<file path="src/rtl/fetch_unit.sv">
// Instruction fetch stage: PC, imem req/ack, and held word for decode.
// Redirects from later stages replace the PC and squash held/in-flight words.
`timescale 1ns/1ps
module fetch_unit #(
    parameter int                ADDR_W   = 12,
    parameter logic [ADDR_W-1:0] RESET_PC = '0
) (
    input  logic              clock,
    input  logic              reset_n,
    output logic              imem_req,
    output logic [ADDR_W-1:0] imem_addr,
    input  logic              imem_ack,
    input  logic [31:0]       imem_rdata,
    output logic              out_valid,
    input  logic              out_ready,
    output logic [31:0]       instr,
    output logic [ADDR_W-1:0] instr_pc,
    output logic [4:0]        opcode,
    output logic [4:0]        func,
    input  logic              redirect,
    input  logic [ADDR_W-1:0] redirect_pc,
    output logic [ADDR_W-1:0] pc
);

    typedef enum logic [1:0] {
        IDLE  = 2'd0,
        FETCH = 2'd1,
        HOLD  = 2'd2
    } state_t;

    state_t            state_q;
    state_t            state_nx;
    logic [ADDR_W-1:0] pc_q;
    logic [ADDR_W-1:0] pc_nx;
    logic [31:0]       instr_q;
    logic [31:0]       instr_nx;
    logic [ADDR_W-1:0] ipc_q;
    logic [ADDR_W-1:0] ipc_nx;

    // State, PC and held-instruction registers
    always_ff @(posedge clock or negedge reset_n) begin
        if (!reset_n) begin
            state_q <= IDLE;
            pc_q    <= RESET_PC;
            instr_q <= '0;
            ipc_q   <= '0;
        end else begin
            state_q <= state_nx;
            pc_q    <= pc_nx;
            instr_q <= instr_nx;
            ipc_q   <= ipc_nx;
        end
    end

    // Next state: redirect wins, then ack in FETCH, then ready in HOLD
    always_comb begin
        state_nx = state_q;
        pc_nx    = pc_q;
        instr_nx = instr_q;
        ipc_nx   = ipc_q;
        unique case (state_q)
            IDLE: begin
                state_nx = FETCH;
                if (redirect) pc_nx = redirect_pc;
            end
            FETCH: begin
                if (redirect) begin
                    pc_nx = redirect_pc;
                end else if (imem_ack) begin
                    instr_nx = imem_rdata;
                    ipc_nx   = pc_q;
                    pc_nx    = pc_q + ADDR_W'(1);
                    state_nx = HOLD;
                end
            end
            HOLD: begin
                if (redirect) begin
                    pc_nx    = redirect_pc;
                    state_nx = FETCH;
                end else if (out_ready) begin
                    state_nx = FETCH;
                end
            end
            default: state_nx = IDLE;
        endcase
    end

    assign imem_req  = (state_q == FETCH);
    assign out_valid = (state_q == HOLD);
    assign imem_addr = pc_q;
    assign pc        = pc_q;
    assign instr     = instr_q;
    assign instr_pc  = ipc_q;
    assign opcode    = instr_q[31:27];
    assign func      = instr_q[6:2];

endmodule

</file>
<file path="config.mk">
export PLATFORM = sky130hd
export DESIGN_NAME = fetch_unit
export DESIGN_NICKNAME = d
export VERILOG_FILES = /design/src/rtl/fetch_unit.sv
export SDC_FILE = /design/constraint.sdc
export NUM_CORES = 1
export LEC_CHECK = 0
export BUFFER_PORTS_ARGS = -buffer_cell sky130_fd_sc_hd__buf_4
export CAP_MARGIN = 20
export CORE_ASPECT_RATIO = 1.75
export CORE_MARGIN = 2
export CORE_UTILIZATION = 42
export CTS_CLUSTER_SIZE = 14
export DETAILED_ROUTE_END_ITERATION = 6
export PLACE_DENSITY = 0.85
export SETUP_SLACK_MARGIN = 0.05
export SLEW_MARGIN = 15
export SYNTH_ARGS = -nofsm -noshare
export SYNTH_HDL_FRONTEND = slang
export SYNTH_SLANG_ARGS = --single-unit
</file>
<file path="constraint.sdc">
create_clock -name clock -period 1.5 [get_ports clock]
set_input_delay 0.3 -clock clock [delete_from_list [all_inputs] [get_ports clock]]
set_output_delay 0.3 -clock clock [all_outputs]
set_load 0.05 [all_outputs]
</file>
==> results by group, run 1 <==
Global routing
  – GR met3 Demand/Resource: 0.0616
  – Tot GR Track Use: 0.195
  – GR peak layer: met2
  – Largest net degree at the start of global routing: 37
  – Gr ovfl total: 0
  – Initial antenna violation count: 0
  – Vias in the first global route: 2120
  – GR Util met1: 0.220
  – GR Util met2: 0.339
  – First-pass GRT wire length: 10800 µm

Synth
  – Synth top area share: 0.512
  – Cells after Synth: 212
  – Seq/Total Area, Yosys: 0.512
  – YS warnings: 0
  – Yosys cell types: 34
  – Synthesized area per cell: 13.4 µm²
  – Syn_nets: 262
  – #FFs+latches synth: 58
  – Leading area contributor after synthesis: dfrtp_1
  – Mapped Area: 0.00284 mm²
  – Largest cells by area after synthesis: dfrtp_1 (51%), mux2_4 (20%), buf_4 (5.8%), a21oi_1 (2.8%), buf_12 (2.8%)

Timing
  – Max transition margin: 0.614
  – Fin. max-slew vios: 0
  – Fin. Hold Viols: 0
  – FMAX: 0.653 GHz
  – Final worst setup slack: -0.0315 ns
  – Fin crit period: 1.53 ns
  – Clk_skew: 0.0100 ns
  – Post-route setup TNS: -0.173 ns
  – Worst slew pin tran: 0.580 ns
  – # setup viols final: 8
  – Period utilization: 1.02
  – RSZ-0062 raised after global routing: true

CTS
  – CTS tree: built
  – Worst-case clock buffer depth: 2
  – CTS buffer count: 9
  – Worst-Skew Late Latency: 0.32 ns
  – CTS Root Cell: clkbuf_16
  – Clock slew at reported path FFs: 0.05 ns
  – Clock Sinks: 58
  – Htree depth: 3

Floorplanning
  – Row Count: 39
  – Io pins: 129
  – Die area: 0.00745 mm²
  – Core area: 0.00654 mm²
  – Initial core utilization: 0.434
  – Die Span Y: 113 µm
  – Die X: 66.1 µm

Layout
  – Share of post-route cells with drive strength above 1: 0.658
  – P&R area growth vs syn: 48.8%
  – Nets: 390
  – Commonest non-fill, non-tap cell in the layout: buf_4
  – Antenna cell count: 0
  – Final non-filler cell area: 0.00422 mm²
  – Fin cells: 427
  – Most frequent cells in the layout: buf_4 (139), dfrtp_1 (48), mux2_4 (38)

Critical path
  – Reg-to-Reg Start: state_q[0]$_DFFE_PN0P_
  – Crit path from: state_q[0]$_DFFE_PN0P_
  – R2R Setup Slk: -0.03 ns
  – Worst R2R End: instr[19]$_DFFE_PN0P_
  – Startpoint Class: flop
  – Worst path depth: 3
  – Bufs and invs on worst path: 2
  – Req. time, crit path: 1.20 ns
  – Most used cell, CP: buf_6
  – Worst path slowest cell: dfrtp_2
  – Cell family with most CP delay: flip-flops
  – Critical path endpoint category: primary output
  – Crit-path max FO: 3
  – Register-to-Register Path Depth: 5
  – Worst Path Arrival: 1.23 ns
  – Worst setup path category: flop to primary output
  – Critical Path Max Stage Delay: 0.42 ns
  – CP endpoint: out_valid
  – Cell Chain, Critical Path: buf_6, and2b_1, buf_6

Power
  – PwrDens: 2130 mW/mm²
  – IR Drop Worst-Case VDD: 1.08 mV
  – P_leak: 2.03 nW
  – Power Total: 0.00898 W

Placement
  – Final Wtd Congestion: 0.802
  – Half-perimeter wire length after placement: 4940 µm
  – Buffers on Ports: 128
  – Dpl cells: 400
  – Area after DPL: 0.00377 mm²
  – Setup WS pre-CTS: -0.224 ns

Worst hold path
  – Hold Crit Start: imem_ack
  – Hold Path Class: input port to flop

Drt
  – Initial DRC Count: 113
  – DRC viols: 0
  – Vias per cell: 5.00
  – Final wirelength: 6930 µm
  – DR WL/cell: 16.2 µm
  – 1st-pass router iterations: 4
  – Post-DRT Antenna Nets: 0
  – Vias after detailed routing: 2137

Status
  – Outcome: complete, but fails checks
  – Failing checks: setup timing

Run
  – Max Cap Viol: 0
through the flow:
stage          hold WS, ns  utilization
2_1_floorplan      0.00441            -
3_3_place_gp         0.217        0.576
3_5_place_dp         0.219        0.576
4_1_cts              0.159        0.638
5_1_grt              0.177        0.645
6_report             0.180        0.645
layer usage:
layer | part of all wire | wire length (µm)
met1 | 0.38 | 2610
met3 | 0.065 | 450
met4 | 0.0097 | 67
met5 | 0 | 0
met2 | 0.55 | 3800
sequential cells by signal (all words and copies together) (netlist names):
name,count
state_q,2
instr,32
imem_addr,12
instr_pc,12
worst min path at each step:
stage                     depth (start not counted)                  endpoint  slack [ns]
after global placement                            1     instr[23]$_DFFE_PN0P_        0.22
final                                             2    state_q[0]$_DFFE_PN0P_        0.18
after CTS                                         2    state_q[0]$_DFFE_PN0P_        0.16
after global routing                              2    state_q[0]$_DFFE_PN0P_        0.18
after detailed placement                          1     instr[25]$_DFFE_PN0P_        0.22
after floorplan                                   0  imem_addr[0]$_DFFE_PN0P_       0.004
kinds of logic after synthesis:
| kind of cell | share of synthesized area |
|---|---|
| compound gates | 0.0878 |
| fa+ha+maj | 0.00441 |
| buf+inv | 0.104 |
| flops | 0.512 |
| mux | 0.232 |
| simple gates | 0.0600 |
Yosys cell counts (all sizes together):
library cell	number
nor2	5
a21oi	16
o22ai	4
a2bb2oi	5
a21o	2
o21a	1
ha	1
nor3b	2
a41oi	1
dfrtp	58
nor2b	2
and2b	1
a31oi	1
nand3	3
o32ai	1
a32oi	1
and3	2
mux2	44
inv	1
nand2b	1
nand4	3
nand2	11
o21ba	1
mux2i	2
clkbuf	1
buf	33
and4	2
o21ai	7
what timing repair did:
item	in CTS	in global routing
hold buffers	1	0
setup buffers	4	4
hold endpoints to repair	22	0
pin swaps	1	1
resized for setup	12	6
gates cloned	2	0
setup endpoints to repair	56	57
worst reg2reg max path: cells and delay by family (launching register included):
kind / cells / cell delay, ns
AND/OR/NAND/NOR: 2 / 0.38
multiplexers: 1 / 0.34
buffers and inverters: 2 / 0.31
flip-flops: 1 / 0.38
power breakdown:
part | switching (W) | internal, W
clock | 0.000642 | 0.00137
sequential | 0.000416 | 0.00205
combinational | 0.00289 | 0.00161
total | 0.00395 | 0.00503
cell type report:
type | instances | area (µm²)
fillers | 505 | 2320
flip-flops and latches | 58 | 1460
repair buffers | 151 | 1210
multi-input cells | 119 | 1140
clock buffers | 14 | 264
well taps | 82 | 103
clock inverters | 2 | 35.0
inverters | 1 | 3.75
Power figures use the tool's default switching activity.
==> run 2, diff against run 1 <==
--- a/config.mk
+++ b/config.mk
@@ -12,6 +12,7 @@
 export CORE_UTILIZATION = 42
 export CTS_CLUSTER_SIZE = 14
 export DETAILED_ROUTE_END_ITERATION = 6
+export GPL_TIMING_DRIVEN = 0
 export PLACE_DENSITY = 0.85
 export SETUP_SLACK_MARGIN = 0.05
 export SLEW_MARGIN = 15
==> results by group, run 2 (same netlist as run 1, synthesis figures left out) <==
Floorplanning
  – Row Count: 39
  – Core area: 0.00654 mm²
  – Die area: 0.00745 mm²
  – Io pins: 129
  – Initial core utilization: 0.434
  – Die Span Y: 113 µm
  – Die X: 66.1 µm

CTS
  – Clock Sinks: 58
  – Htree depth: 3
  – Worst-case clock buffer depth: 2
  – Worst-Skew Late Latency: 0.32 ns
  – Quantity of hold-fixing buffers added after cts: 0
  – CTS tree: built
  – CTS Root Cell: clkbuf_16
  – CTS buffer count: 9
  – Clock slew at reported path FFs: 0.05 ns

Critical path
  – R2R Setup Slk: -0.01 ns
  – Cell Chain, Critical Path: nor3b_4, buf_6, buf_12, mux2_4
  – Worst setup path category: flop to flop
  – Critical path endpoint category: flop
  – CP endpoint: instr[29]$_DFFE_PN0P_
  – Register-to-Register Path Depth: 4
  – Crit-path max FO: 10
  – Worst Path Arrival: 1.72 ns
  – Worst path slowest cell: dfrtp_2
  – Crit path from: state_q[1]$_DFFE_PN0P_
  – Req. time, crit path: 1.70 ns
  – Startpoint Class: flop
  – Reg-to-Reg Start: state_q[1]$_DFFE_PN0P_
  – Critical Path Max Stage Delay: 0.46 ns
  – Worst R2R End: instr[29]$_DFFE_PN0P_

Layout
  – Share of post-route cells with drive strength above 1: 0.692
  – Fin cells: 449
  – Most frequent cells in the layout: buf_4 (161), dfrtp_1 (47), mux2_4 (39)
  – Number of flip-flops under the largest register name: 32
  – Antenna cell count: 0
  – Nets: 412
  – Commonest non-fill, non-tap cell in the layout: buf_4
  – P&R area growth vs syn: 56.3%

Drt
  – Vias after detailed routing: 2271
  – Post-DRT Antenna Nets: 0
  – DR WL/cell: 16.3 µm
  – DRC viols: 0
  – Final wirelength: 7320 µm
  – Vias per cell: 5.06
  – 1st-pass router iterations: 4
  – Initial DRC Count: 129

Global routing
  – Vias in the first global route: 2288
  – Gr ovfl total: 0
  – First-pass GRT wire length: 11400 µm
  – Tot GR Track Use: 0.203
  – Largest net degree at the start of global routing: 59
  – Initial antenna violation count: 0

Timing
  – RSZ-0062 raised after global routing: true
  – Fin crit period: 1.51 ns
  – Fin. Hold Viols: 0
  – Final worst setup slack: -0.0147 ns
  – Fin. max-slew vios: 0
  – Clk_skew: 0.00601 ns
  – FMAX: 0.660 GHz
  – Max transition margin: 0.514
  – # setup viols final: 17
  – Period utilization: 1.01
  – Worst slew pin tran: 0.729 ns

Power
  – Seq pwr share: 0.261
  – PwrDens: 2140 mW/mm²
  – Part of the power in the clock network: 0.240
  – IR Drop Worst-Case VDD: 1.23 mV
  – Sw power: 0.00403 W
  – Switch share: 0.425
  – Comb power frac: 0.500
  – P_leak: 2.17 nW
  – Internal: 0.00545 W

Placement
  – Dpl cells: 422
  – Buffers on Ports: 128
  – Final Wtd Congestion: 0.859
  – Setup WS pre-CTS: -0.136 ns
  – Half-perimeter wire length after placement: 5120 µm

Status
  – Outcome: complete, but fails checks
  – Failing checks: setup timing

Run
  – Max Cap Viol: 0

Worst hold path
  – Hold Path Class: input port to asynchronous set/reset pin
## run 2: metal layers
metal / track usage / wire, µm / part of all wire / up-vias
li1: - / - / - / 1041
met1: 0.233 / 2650 / 0.36 / 1088
met2: 0.347 / 3930 / 0.54 / 123
met3: 0.0447 / 544 / 0.074 / 19
met4: 0.0993 / 187 / 0.026 / 0
met5: 0 / 0 / 0 / -
## run 2: worst min path at each step
stage	to	slack, ns	start
2_1_floorplan	imem_addr[0]$_DFFE_PN0P_	0.004	reset_n
3_3_place_gp	instr[25]$_DFFE_PN0P_	0.41	reset_n
3_5_place_dp	instr[23]$_DFFE_PN0P_	0.41	reset_n
4_1_cts	instr[23]$_DFFE_PN0P_	0.06	reset_n
5_1_grt	instr[23]$_DFFE_PN0P_	0.11	reset_n
6_report	instr[26]$_DFFE_PN0P_	0.04	reset_n
## run 2: repair_timing
action / 4_1_cts / 5_1_grt
cloned: 1 / 1
buffers inserted: 4 / 6
endpoints found under the setup margin: 55 / 59
pin swaps: 1 / 2
gates resized for setup: 6 / 15
## run 2: critical path: cells and delay by family (launching register included)
kind,cells,cell delay (ns)
DFF,1,0.46
buffers and inverters,2,0.36
muxes,1,0.31
and+or+nand+nor,1,0.25
## run 2: through the flow
step | utilization | hold slack (ns) | total power (W) | setup TNS (ns) | cell area [µm²]
global route | 0.678 | 0.110 | 0.00983 | -2.10 | 4430
finish | 0.678 | 0.0412 | 0.00948 | -0.0981 | 4430
global placement | 0.602 | 0.405 | 0.00702 | -3.24 | 3940
floorplan | - | 0.00441 | 0.00572 | 0 | 2870
CTS | 0.661 | 0.0629 | 0.00946 | -0.00100 | 4320
detailed placement | 0.602 | 0.407 | 0.00711 | -4.24 | 3940
## run 2: cell type report
type	instances	area [µm²]
buffer	34	304
clock inverter	6	105
clock buffer	10	229
inverter	1	3.75
tap	82	103
sequential	58	1470
multi-input combinational	119	1150
timing repair buffer	139	1070
fill	479	2110
## run 2: power by group through the flow
stage	combinational [W]	sequential, W	clock (W)
floorplan	0.00168	0.00404	0
global placement	0.00456	0.00246	0
detailed placement	0.00461	0.00249	0
CTS	0.00466	0.00248	0.00232
global route	0.00491	0.00253	0.00238
finish	0.00474	0.00247	0.00227
